File: config.mk
export PLATFORM = sky130hd
export DESIGN_NAME = polyphase_fir_engine_flat
export DESIGN_NICKNAME = d
export VERILOG_FILES = /design/src/rtl/fir_pkg.sv /design/src/rtl/polyphase_fir_engine_if.sv /design/src/rtl/sample_delay_line.sv /design/src/rtl/polyphase_fir_engine.sv /design/src/flat_wrapper.sv
export SDC_FILE = /design/constraint.sdc
export NUM_CORES = 1
export LEC_CHECK = 0
export ABC_AREA = 1
export CAP_MARGIN = 0
export CORE_MARGIN = 5
export CORE_UTILIZATION = 25
export DETAILED_ROUTE_END_ITERATION = 16
export PLACE_DENSITY_LB_ADDON = 0.2
export SYNTH_ARGS = -nofsm -noshare
export SYNTH_HDL_FRONTEND = slang
export SYNTH_HIERARCHICAL = 1
export SYNTH_SLANG_ARGS = --single-unit
File: constraint.sdc
create_clock -name clk -period 8.89 [get_ports clk]
set_clock_uncertainty 0.2 [all_clocks]
set_input_delay 1.778 -clock clk [delete_from_list [all_inputs] [get_ports clk]]
set_output_delay 1.778 -clock clk [all_outputs]
set_load 0.02 [all_outputs]
File: src/rtl/fir_pkg.sv
// Shared constants, state type and tap-count helper for the polyphase FIR engine.
package fir_pkg;

  localparam int NUM_TAPS = 71;
  localparam int L        = 4;
  localparam int TPP      = (NUM_TAPS + L - 1) / L;
  localparam int IN_W     = 8;
  localparam int COEF_W   = 8;
  localparam int ACC_W    = IN_W + COEF_W + 5;
  localparam int OUT_W    = 12;
  localparam int SHIFT    = 7;
  localparam int ADDR_W   = 7;

  typedef enum logic [1:0] {
    IDLE  = 2'd0,
    MAC   = 2'd1,
    DRAIN = 2'd2,
    EMIT  = 2'd3
  } state_t;

  // Number of taps that fall into a given phase: taps p, p+L, p+2L, ... below num_taps.
  function automatic int phase_taps(input int num_taps, input int l, input int phase);
    return (num_taps - phase + l - 1) / l;
  endfunction

endpackage

File: src/rtl/polyphase_fir_engine_if.sv
// Symbol-in / sample-out handshake bundle of the polyphase FIR engine.
// master = upstream symbol source plus downstream sample sink; slave = engine.
interface polyphase_fir_engine_if;

  logic signed [fir_pkg::IN_W-1:0]  sym_in;
  logic                             sym_valid;
  logic                             sym_ready;
  logic signed [fir_pkg::OUT_W-1:0] y_out;
  logic                             y_valid;
  logic                             y_ready;

  modport master (
    output sym_in, sym_valid, y_ready,
    input  sym_ready, y_out, y_valid
  );

  modport slave (
    input  sym_in, sym_valid, y_ready,
    output sym_ready, y_out, y_valid
  );

endinterface

File: src/rtl/sample_delay_line.sv
// Symbol delay line for the polyphase FIR: x[0] is the newest symbol.
// The read index is registered so the returned sample lines up with the
// coefficient that the array returns one cycle after its address.
module sample_delay_line
  import fir_pkg::*;
#(
  parameter int DEPTH = TPP,
  parameter int W     = IN_W,
  parameter int IDX_W = $clog2(DEPTH)
) (
  input  logic                clk,
  input  logic                rst_n,
  input  logic                shift_en,
  input  logic signed [W-1:0] din,
  input  logic [IDX_W-1:0]    rd_idx,
  output logic signed [W-1:0] dout
);

  logic signed [W-1:0] x [DEPTH];
  logic [IDX_W-1:0]    idx_q;

  // Shift in a new symbol on accept; pipeline the read index every cycle.
  always_ff @(posedge clk or negedge rst_n) begin
    if (!rst_n) begin
      // NOTE: this storage is a shift register whose contents feed the
      // filter sums, so it must start from zero; a plain RAM would not be reset.
      for (int i = 0; i < DEPTH; i++) x[i] <= '0;
      idx_q <= '0;
    end else begin
      if (shift_en) begin
        x[0] <= din;
        for (int i = 1; i < DEPTH; i++) x[i] <= x[i-1];
      end
      idx_q <= rd_idx;
    end
  end

  assign dout = x[idx_q];

endmodule

File: src/rtl/polyphase_fir_engine.sv
// Time-multiplexed single-multiplier L-phase interpolating FIR (one I/Q rail).
// Each accepted symbol produces L output samples; phase p sums h[p+L*k]*x[k].
// Build option FIR_ROUND_SAT_EN: round half up and saturate the output;
// without it the output is a truncating shift that wraps to OUT_W bits.
module polyphase_fir_engine
  import fir_pkg::*;
#(
  parameter int NUM_TAPS = fir_pkg::NUM_TAPS,
  parameter int L        = fir_pkg::L,
  parameter int IN_W     = fir_pkg::IN_W,
  parameter int COEF_W   = fir_pkg::COEF_W,
  parameter int ACC_W    = fir_pkg::ACC_W,
  parameter int OUT_W    = fir_pkg::OUT_W,
  parameter int SHIFT    = fir_pkg::SHIFT
) (
  input  logic                     clk,
  input  logic                     rst_n,
  polyphase_fir_engine_if.slave    io,
  output logic [ADDR_W-1:0]        coeff_addr,
  input  logic signed [COEF_W-1:0] coeff_data,
  output logic                     busy
);

  localparam int TAPS_PP = (NUM_TAPS + L - 1) / L;
  localparam int PH_W    = $clog2(L);
  localparam int K_W     = $clog2(TAPS_PP);
  localparam int PROD_W  = IN_W + COEF_W;
  localparam logic [ADDR_W-1:0] ADDR_STEP  = ADDR_W'(L);
  localparam logic [PH_W-1:0]   LAST_PHASE = PH_W'(L - 1);

  state_t                   state, state_next;
  logic [PH_W-1:0]          phase;
  logic [K_W-1:0]           k;
  logic signed [ACC_W-1:0]  acc, acc_sum;
  logic signed [PROD_W-1:0] prod;
  logic signed [IN_W-1:0]   sample;
  logic signed [OUT_W-1:0]  y_next, y_reg;
  logic                     sym_fire, last_issue, acc_en;

  assign sym_fire   = io.sym_valid && io.sym_ready;
  assign last_issue = (int'(k) == phase_taps(NUM_TAPS, L, int'(phase)) - 1);
  // Cycle 0 of MAC has no returned coefficient yet; DRAIN picks up the last one.
  assign acc_en     = ((state == MAC) && (k != '0)) || (state == DRAIN);

  sample_delay_line #(
    .DEPTH (TAPS_PP),
    .W     (IN_W),
    .IDX_W (K_W)
  ) u_delay (
    .clk      (clk),
    .rst_n    (rst_n),
    .shift_en (sym_fire),
    .din      (io.sym_in),
    .rd_idx   (k),
    .dout     (sample)
  );

  assign prod    = coeff_data * sample;
  assign acc_sum = acc + {{(ACC_W-PROD_W){prod[PROD_W-1]}}, prod};

`ifdef FIR_ROUND_SAT_EN
  localparam logic signed [ACC_W:0] RND = (ACC_W+1)'(2**(SHIFT-1));
  localparam int SAT_HI = 2**(OUT_W-1+SHIFT);
  localparam int SAT_LO = -(2**(OUT_W-1+SHIFT));
  logic signed [ACC_W:0] rounded;

  // Round half up, then clamp to the signed OUT_W range before the shift.
  always_comb begin
    rounded = {acc_sum[ACC_W-1], acc_sum} + RND;
    y_next  = rounded[SHIFT +: OUT_W];
    if (int'(rounded) >= SAT_HI)     y_next = {1'b0, {(OUT_W-1){1'b1}}};
    else if (int'(rounded) < SAT_LO) y_next = {1'b1, {(OUT_W-1){1'b0}}};
  end
`else
  // Truncating arithmetic shift; keeping only OUT_W bits lets large sums wrap.
  always_comb begin
    y_next = acc_sum[SHIFT +: OUT_W];
  end
`endif

  // State register.
  always_ff @(posedge clk or negedge rst_n) begin
    // NOTE: clocked state uses non-blocking assignments so every register
    // samples pre-edge values regardless of statement order.
    if (!rst_n) state <= IDLE;
    else        state <= state_next;
  end

  // Next-state logic.
  always_comb begin
    // NOTE: default first so every path assigns state_next and no latch forms.
    state_next = state;
    unique case (state)
      IDLE:    if (sym_fire)   state_next = MAC;
      MAC:     if (last_issue) state_next = DRAIN;
      DRAIN:                   state_next = EMIT;
      EMIT:    if (io.y_ready) state_next = (phase == LAST_PHASE) ? IDLE : MAC;
      default:                 state_next = IDLE;
    endcase
  end

  // Moore outputs; sym_ready is forced low while reset is asserted.
  always_comb begin
    io.sym_ready = rst_n && (state == IDLE);
    io.y_valid   = (state == EMIT);
    busy         = (state != IDLE);
    io.y_out     = y_reg;
  end

  // Datapath: phase/tap counters, coefficient address, accumulator, output sample.
  always_ff @(posedge clk or negedge rst_n) begin
    if (!rst_n) begin
      phase      <= '0;
      k          <= '0;
      coeff_addr <= '0;
      acc        <= '0;
      y_reg      <= '0;
    end else begin
      unique case (state)
        IDLE: begin
          if (sym_fire) begin
            phase      <= '0;
            k          <= '0;
            coeff_addr <= '0;
            acc        <= '0;
          end
        end
        MAC: begin
          if (acc_en) acc <= acc_sum;
          if (!last_issue) begin
            k          <= k + 1'b1;
            coeff_addr <= coeff_addr + ADDR_STEP;
          end
        end
        DRAIN: begin
          acc   <= acc_sum;
          y_reg <= y_next;
        end
        EMIT: begin
          if (io.y_ready && (phase != LAST_PHASE)) begin
            phase      <= phase + 1'b1;
            k          <= '0;
            coeff_addr <= ADDR_W'(phase) + ADDR_W'(1);
            acc        <= '0;
          end
        end
        default: ;
      endcase
    end
  end

endmodule

File: src/flat_wrapper.sv
// flat-port wrapper written by rule: the top's interface ports become plain ports
module polyphase_fir_engine_flat import fir_pkg::*;
#(
  parameter int NUM_TAPS = fir_pkg::NUM_TAPS,
  parameter int L        = fir_pkg::L,
  parameter int IN_W     = fir_pkg::IN_W,
  parameter int COEF_W   = fir_pkg::COEF_W,
  parameter int ACC_W    = fir_pkg::ACC_W,
  parameter int OUT_W    = fir_pkg::OUT_W,
  parameter int SHIFT    = fir_pkg::SHIFT
)
  (clk, rst_n, coeff_addr, coeff_data, busy, io_sym_in, io_sym_valid, io_y_ready, io_sym_ready, io_y_out, io_y_valid);
  polyphase_fir_engine_if io_i ();
  input  logic clk;
  input  logic rst_n;
  output logic [ADDR_W-1:0] coeff_addr;
  input  logic signed [COEF_W-1:0] coeff_data;
  output logic busy;
  input wire logic [$bits(io_i.sym_in)-1:0] io_sym_in;
  input wire logic [$bits(io_i.sym_valid)-1:0] io_sym_valid;
  input wire logic [$bits(io_i.y_ready)-1:0] io_y_ready;
  output wire logic [$bits(io_i.sym_ready)-1:0] io_sym_ready;
  output wire logic [$bits(io_i.y_out)-1:0] io_y_out;
  output wire logic [$bits(io_i.y_valid)-1:0] io_y_valid;
  assign io_i.sym_in = io_sym_in;
  assign io_i.sym_valid = io_sym_valid;
  assign io_i.y_ready = io_y_ready;
  assign io_sym_ready = io_i.sym_ready;
  assign io_y_out = io_i.y_out;
  assign io_y_valid = io_i.y_valid;
  polyphase_fir_engine #(.NUM_TAPS(NUM_TAPS), .L(L), .IN_W(IN_W), .COEF_W(COEF_W), .ACC_W(ACC_W), .OUT_W(OUT_W), .SHIFT(SHIFT)) u_core (.clk(clk), .rst_n(rst_n), .io(io_i), .coeff_addr(coeff_addr), .coeff_data(coeff_data), .busy(busy));
endmodule
==> metrics, run 1 <==
run status=finished, final reports clean; Synth Cell Area=13100 um^2; initial DRC count=597; top cells by area, synth=dfrtp_1 (37%), nand2_1 (15%), inv_1 (9.6%); Slew Limit Fails=0; Final Setup Violations=0; Slew HR=20.3%; Initial Util=25.3%; ant diodes=0; PortBufs=41; Hold EP=u_core/u_delay/idx_q[3]$_DFF_PN0_; critical path required time=9020 ps; Max-cap violations=0; Multi-input gate area=6370 um^2; CP endpoint kind=flop; adder and majority gate portion of the synthesized area=14.1%; Hold-fix buffers, CTS=0; unrepaired setup endpoints after global routing=false; largest net degree at the start of global routing=290; crit-path max FO=8; Post-synth EDFFs=0; CTS tree=yes; Root Driver=clkbuf_16; sequential cell area fraction in the yosys report=37.5%; Synth Area in Simple Gates=23.7%; share of cells above drive strength 1=3.57%; final RePlAce weighted congestion=0.801; post-synth top area share=37.5%; Slew @ Worst Pin=1200 ps; synth cell count leaders=nand2_1 (534), inv_1 (336), dfrtp_1 (196); Hold Path Depth=0; Layout fillers=5608; total vias in the final route=10200; worst min-delay path category=flop to flop; vias in the first global route=10500; Sink Count=196; cell count of the worst reg-to-reg path=33; number of synthesized register bits=196; Crit Path Class=input port to flop; Critical R2R Launch=u_core/u_delay/idx_q[1]$_DFF_PN0_; antenna violations before repair=0; first-pass GRT wire length=52500 um; nature of the critical path startpoint=input port; # rows=83; drt drc=0; Main synth FF type=dfrtp_1; Clock Path Buffers=2; fin nets=1860; Routed WL per cell=12.6 um; cts bufs inserted=17; reg2reg end=u_core/io.y_out[10]$_DFFE_PN0P_; fin crit share=84.1%; total wire length=30400 um; Syn Area/Cell=7.53 um^2; Synth Area in Compound Gates=9.46%; Yosys cell types=40; Die H=239 um; Final Hold Viols=0; Sequential Area=4910 um^2; final setup TNS=0 ps; Layout area overhead=10.8%; Die Wd=239 um; Hold Crit Start=u_core/k[3]$_DFFE_PN0P_; Syn. warnings=6; flop-to-flop setup slack=1480 ps; post-cts sizing count=0; final antenna-violating net count=0; min Tclk post-route=7470 ps; Die ar.=57000 um^2; core footprint=51600 um^2; Syn Nets=1871; Post-Synth XOR/XNOR Area=1.47%; DRT Pass-1 Iters=5; DR vias/cell=4.24; I/O Pins=42; leading area contributor after synthesis=dfrtp_1; Max Clk Rate=134 MHz; Gate Count Post-Synth=1737; Clock Latency Late Sink=450 ps; Post-synth ARST share=100%; multiplexer share of the synthesized area=0%; cell with the most instances after synthesis=nand2_1; WP data arrival=7610 ps; main combinational cell family by area after synthesis=simple AND/OR/NAND/NOR gates; Tot GR Track Use=11.2%; post-CTS setup buffer count=0; H-tree levels=4; clock-pin slew on the worst setup and hold paths=70 ps; GRT overflow=0; post-DP HPWL=20800 um
## layout by cell type (no fill, tap or decap), types with 12 or more instances in the layout
cell type,netlist,layout
fa_1,56,56
dfrtp_1,196,195
nand3_1,142,142
a21oi_1,38,38
o21ai_0,171,171
clkdlybuf4s50_1,0,40
inv_1,336,336
clkbuf_16,0,17
nand2_1,534,534
nor2_1,44,44
ha_1,58,58
o21ai_1,12,12
## sequential cells by signal, indices dropped and copies added, names as in the netlist
signal	count
u_core/u_delay/x	144
u_core/io.y_out	12
u_core/acc	19
u_core/state	2
u_core/coeff_addr	7
u_core/phase	2
u_core/k	5
u_core/u_delay/idx_q	5
## metal layers
metal	global-route usage (%)	vias to the layer above	wire length, um
met3	1.64	17	640
met5	0	-	0
li1	-	5283	-
met2	18.3	97	14200
met4	2.78	0	311
met1	15.6	4849	15300
## critical path: stages
cell,delay [ps]
clkdlybuf4s50_1,560
or2_2,370
fa_1,510
fa_1,550
inv_1,60
fa_1,580
inv_1,70
fa_1,530
inv_1,40
ha_1,350
a21oi_1,170
nand2_1,120
nand4_1,90
nand3_1,100
nand2_1,70
nand2_1,50
a21oi_1,150
xnor2_1,100
ha_1,350
nand2_1,130
nor4_1,400
nand4_1,170
nand3_1,100
nand2_1,60
nand3_1,70
nand2_1,60
## cells by family after synthesis
family	after synthesis
fa+ha+maj	114
flops	196
compound gates	237
buf+inv	420
xor+xnor	22
simple gates	748
## area by class of cell
class	count	share of cell area (%)
clock buffers	21	3.18
multi-input cells	1121	44.0
well taps	680	5.87
clock inverters	10	0.811
flip-flops and latches	196	33.8
inverters	341	8.87
repair buffers	49	3.45
## worst max path at each step
| stage | start | end | slack, ps | cells past startpoint |
|---|---|---|---|---|
| after floorplan | coeff_data[0] | u_core/acc[17]$_DFFE_PN0P_ | 1880 | 26 |
| after global placement | coeff_data[0] | u_core/io.y_out[10]$_DFFE_PN0P_ | 990 | 26 |
| after detailed placement | coeff_data[0] | u_core/io.y_out[10]$_DFFE_PN0P_ | 930 | 26 |
| after CTS | u_core/u_delay/idx_q[1]$_DFF_PN0_ | u_core/io.y_out[10]$_DFFE_PN0P_ | 1340 | 33 |
| after global routing | u_core/u_delay/idx_q[0]$_DFF_PN0_ | u_core/io.y_out[10]$_DFFE_PN0P_ | 800 | 35 |
| final | coeff_data[0] | u_core/io.y_out[10]$_DFFE_PN0P_ | 1420 | 26 |
## metrics by stage
step	instances	util [%]	cell area [um^2]	hold WS (ps)	setup slack, ps
after detailed placement	2387	27.0	13900	204	927
after global routing	2418	28.1	14500	236	801
after floorplan	1737	-	13100	175	1880
after global placement	2387	27.0	13900	200	989
final	2418	28.1	14500	217	1420
after CTS	2418	28.1	14500	221	1340
Power of run 1 is left out: the tool's default activity adds up to more than one toggle a clock period on the data nets, which glitch-free logic cannot reach.
==> inputs of run 2 (changes only) <==
Clock period 8.89 ns to 7.4 ns, I/O delays scaled along.
==> run 2 against run 1 <==
- core utilization up 0.96 points
- routed wire length grew 3.7%
- final area is 3.4% higher
- global-route usage about the same
- hold slack lost 6.7 ps
- non-clock buffer count up 32
- via count is 2.5% higher
- clock-buffer cell count is 4 lower
- cell count up 1.4%
- worst setup slack worse by 900 ps
- critical path depth increased by 10
- critical path type is now flop to flop
==> metrics, run 2 (synthesized netlist as in run 1, its figures left out) <==
placed instance area=14100 um^2; share of cells above drive strength 1=6.32%; Slew Limit Fails=0; min Tclk post-route=6890 ps; first-pass GRT wire length=52800 um; run status=finished, final reports clean; Root Driver=clkbuf_16; DP Cell Count=2409; final setup TNS=0 ps; most common cell after layout, fill and taps aside=nand2_1; # rows=83; WP data arrival=7030 ps; Initial Util=25.3%; critical path required time=7540 ps; GRT overflow=0; Slowest-stage cell, CP=fa_1; largest net degree at the start of global routing=289; Final Hold Viols=0; Max-cap violations=0; drt drc=0; unrepaired setup endpoints after global routing=false; max incr delay on CP=550 ps; cts bufs inserted=17; Die ar.=57000 um^2; total wire length=31600 um; Layout area overhead=14.6%; H-tree levels=4; final RePlAce weighted congestion=0.826; fin crit share=93.1%; Layout fillers=5591; total vias in the final route=10500; CTS tree=yes; Routed WL per cell=12.9 um; fin nets=1894; nature of the critical path startpoint=flop; Die H=239 um; worst min-delay path category=flop to flop; Crit Path Class=flop to flop; vias in the first global route=10600; core footprint=51600 um^2; CP endpoint kind=flop; most frequent cells in the layout=nand2_1 (527), inv_1 (335), dfrtp_1 (195), o21ai_0 (171), nand3_1 (142); DRT Pass-1 Iters=5; Final Setup Violations=0; final antenna-violating net count=0; post-DP HPWL=21300 um; Non-Filler Instances=2453; flip-flop count of the largest register after layout=144; Clock Latency Late Sink=450 ps; ant diodes=0; crit-path max FO=15; Max Clk Rate=145 MHz; Slew HR=22.1%; DR vias/cell=4.28; Sink Count=196; Clock Path Buffers=2; Die Wd=239 um; clock-pin slew on the worst setup and hold paths=80 ps; PortBufs=41; antenna violations before repair=0; CP dominant cell by count=nand2_1; initial DRC count=587; Slew @ Worst Pin=1170 ps; fin area=15000 um^2; I/O Pins=42; Top reg by flops=u_core/u_delay/x; Tot GR Track Use=11.2%
run 2: cell count changes in the layout (fill, tap and decap cells not counted), sizes merged:
cell	previous run	this run
buf	9	37
inv	343	346
bufinv	1	3
clkinv	4	5
clkinvlp	3	4
run 2: worst paths after layout:
path | from | slack [ps] | depth (start not counted) | to
setup / recovery | u_core/u_delay/idx_q[0]$_DFF_PN0_ | 510 | 36 | u_core/io.y_out[8]$_DFFE_PN0P_
hold / removal | u_core/k[3]$_DFFE_PN0P_ | 210 | 0 | u_core/u_delay/idx_q[3]$_DFF_PN0_
setup reg to reg | u_core/u_delay/idx_q[0]$_DFF_PN0_ | 510 | 36 | u_core/io.y_out[8]$_DFFE_PN0P_
hold reg to reg | u_core/k[3]$_DFFE_PN0P_ | 210 | 0 | u_core/u_delay/idx_q[3]$_DFF_PN0_
max in group asynchronous | rst_n | 4800 | 2 | u_core/u_delay/idx_q[0]$_DFF_PN0_
min in group asynchronous | rst_n | 810 | 1 | u_core/u_delay/x[101]$_DFFE_PN0P_
run 2: routing by layer:
| layer | part of all wire (%) | GRT usage, % | wire (um) | vias to the layer above |
|---|---|---|---|---|
| met5 | 0 | 0 | 0 | - |
| met4 | 1.1 | 2.80 | 357 | 0 |
| met3 | 2.0 | 1.53 | 641 | 20 |
| met2 | 47 | 18.9 | 14900 | 89 |
| met1 | 49 | 15.1 | 15600 | 5039 |
| li1 | - | - | - | 5354 |
run 2: repair_timing:
item | 4_1_cts | 5_1_grt
hold buffers | 0 | 0
endpoints found under the setup margin | 0 | 16
setup buffers | 0 | 6
gates resized for setup | 0 | 23
run 2: worst max-delay path: cells and delay by family, from the launching register on:
family	cells	cell delay [ps]
AND/OR/NAND/NOR	20	2110
flip-flops	1	500
XOR/XNOR	1	130
AO/OA/AOI/OAI	2	300
buffers and inverters	7	730
adder cells (fa/ha/maj)	6	2820
run 2: cell type report:
cell class	instances	area, um^2	share of cell area, %
multi-input combinational	1121	6430	42.9
sequential	196	4910	32.7
inverter	341	1300	8.66
tap	680	851	5.68
timing repair buffer	81	843	5.63
clock buffer	17	425	2.84
clock inverter	15	211	1.41
timing repair inverter	2	17.5	0.117
run 2: metrics by stage:
step	util (%)	hold slack [ps]	setup WS, ps
floorplan	-	175	693
global placement	27.3	197	102
detailed placement	27.3	205	53.0
CTS	28.5	223	255
global route	29.0	256	15.1
finish	29.0	210	512
Power of run 2 is left out for the same reason.
==> inputs of run 3 (changes only) <==
Settings changed: CORE_MARGIN 5 to unset, PLACE_DENSITY set to 0.48, PLACE_DENSITY_LB_ADDON 0.2 to unset.
==> run 3 against run 2 <==
- first-iteration DRC count up 5.5%
- cell count decreased by 0.53%
- core utilization decreased by 0.35 points
- worst setup slack improved by 45 ps
- flip-flop and latch count stayed put
- hold slack improved by 7.2 ps
- final area is 1.4% lower
- routed wire length decreased by 5.4%
==> metrics, run 3 (synthesized netlist as in run 1, its figures left out) <==
run status=finished, final reports clean; CTS tree=yes; Crit Path Class=input port to flop; post-DP HPWL=20800 um; worst min-delay path category=flop to flop; most frequent cells in the layout=nand2_1 (528), inv_1 (335), dfrtp_1 (195), o21ai_0 (171), nand3_1 (142); most common cell after layout, fill and taps aside=nand2_1; core footprint=51500 um^2; share of cells above drive strength 1=5.34%; Slew @ Worst Pin=1130 ps; vias in the first global route=10400; Die Wd=231 um; PortBufs=41; post-layout util=28.7%; Die ar.=53300 um^2; CP dominant cell by count=nand2_1; antenna violations before repair=0; Layout fillers=5667; crit-path max FO=5; busiest grt layer=met2; Slew Limit Fails=0; Max Clk Rate=146 MHz; Top reg by flops=u_core/u_delay/x; Clock Latency Late Sink=460 ps; Clock Path Buffers=2; Routed WL per cell=12.2 um; # rows=83; DR vias/cell=4.26; clock-pin slew on the worst setup and hold paths=70 ps; final RePlAce weighted congestion=0.860; WP data arrival=6990 ps; final antenna-violating net count=0; DRT Pass-1 Iters=5; final setup TNS=0 ps; fin crit share=92.5%; drt drc=0; met1 Use GR=15.6%; flip-flop count of the largest register after layout=144; total wire length=29900 um; CP endpoint kind=flop; nature of the critical path startpoint=input port; Sink Count=196; hold slack final=217 ps; cts bufs inserted=17; GRT overflow=0; initial DRC count=619; H-tree levels=4; critical path required time=7550 ps; Final Setup Violations=0; Slew HR=24.8%; met2 global-route usage=19.7%; fin nets=1880; unrepaired setup endpoints after global routing=false; Hold-fix buffers, CTS=0; met3 usage=1.99%; flop-to-flop setup slack=580 ps; total vias in the final route=10400; Initial Util=25.4%; max incr delay on CP=600 ps; Max-cap violations=0; first-pass GRT wire length=51200 um; Final Hold Viols=0; Tot GR Track Use=11.8%; min Tclk post-route=6840 ps; Die H=231 um; Slowest-stage cell, CP=clkdlybuf4s50_1; largest net degree at the start of global routing=289; I/O Pins=42; Root Driver=clkbuf_16; Layout area overhead=13.0%
==> run 3: changes by cell type in the layout (fill, tap and decap cells not counted), moves of 2 or more <==
cell	previous run	this run
ha_1	56	58
clkbuf_16	21	17
buf_4	30	22
buf_6	2	0
clkinv_8	2	5
inv_6	4	2
==> run 3: final timing paths <==
kind,from,depth (start not counted),to
worst min register to register,u_core/k[3]$_DFFE_PN0P_,0,u_core/u_delay/idx_q[3]$_DFF_PN0_
worst max register to register,u_core/u_delay/idx_q[0]$_DFF_PN0_,33,u_core/io.y_out[11]$_DFFE_PN0P_
worst max-delay path,coeff_data[4],25,u_core/io.y_out[11]$_DFFE_PN0P_
min in group asynchronous,rst_n,1,u_core/u_delay/x[127]$_DFFE_PN0P_
max in group asynchronous,rst_n,2,u_core/u_delay/idx_q[0]$_DFF_PN0_
worst min-delay path,u_core/k[3]$_DFFE_PN0P_,0,u_core/u_delay/idx_q[3]$_DFF_PN0_
==> run 3: worst max-delay path, delay by kind of cell <==
family                     cells  cell delay [ps]
AOI/OAI and AO/OA              4              700
xor gates and xnor gates       1              230
adders and majority gates      6             2770
buffers and inverters          5              940
and+or+nand+nor                9              850
==> run 3: through the flow <==
stage | instance area [um^2] | setup slack [ps] | cells
final | 14800 | 557 | 2440
after floorplan | 13100 | 693 | 1737
after global placement | 14100 | 120 | 2405
after CTS | 14700 | 315 | 2437
after detailed placement | 14100 | 80.6 | 2405
after global routing | 14800 | 9.05 | 2439
==> run 3: repair_timing <==
action                                  in CTS  in global routing
buffers inserted                             0                  1
resized for setup                            0                 16
endpoints found under the setup margin       0                 15
==> run 3: metal layers <==
layer  routed length (um)  vias up
met5                    0        -
met4                  423        0
met3                  831       29
li1                     -     5326
met1                14400     4907
met2                14200      132
==> run 3: layout make-up <==
type | instances | area (um^2) | share of cell area, %
diodes | 1 | 2.50 | 0.0169
clock buffers | 17 | 425 | 2.88
clock inverters | 15 | 211 | 1.43
inverters | 341 | 1300 | 8.79
multi-input cells | 1121 | 6400 | 43.3
flip-flops and latches | 196 | 4910 | 33.2
well taps | 680 | 851 | 5.76
repair buffers | 68 | 674 | 4.56
repair inverters | 1 | 8.76 | 0.0593
Power of run 3 is left out for the same reason.
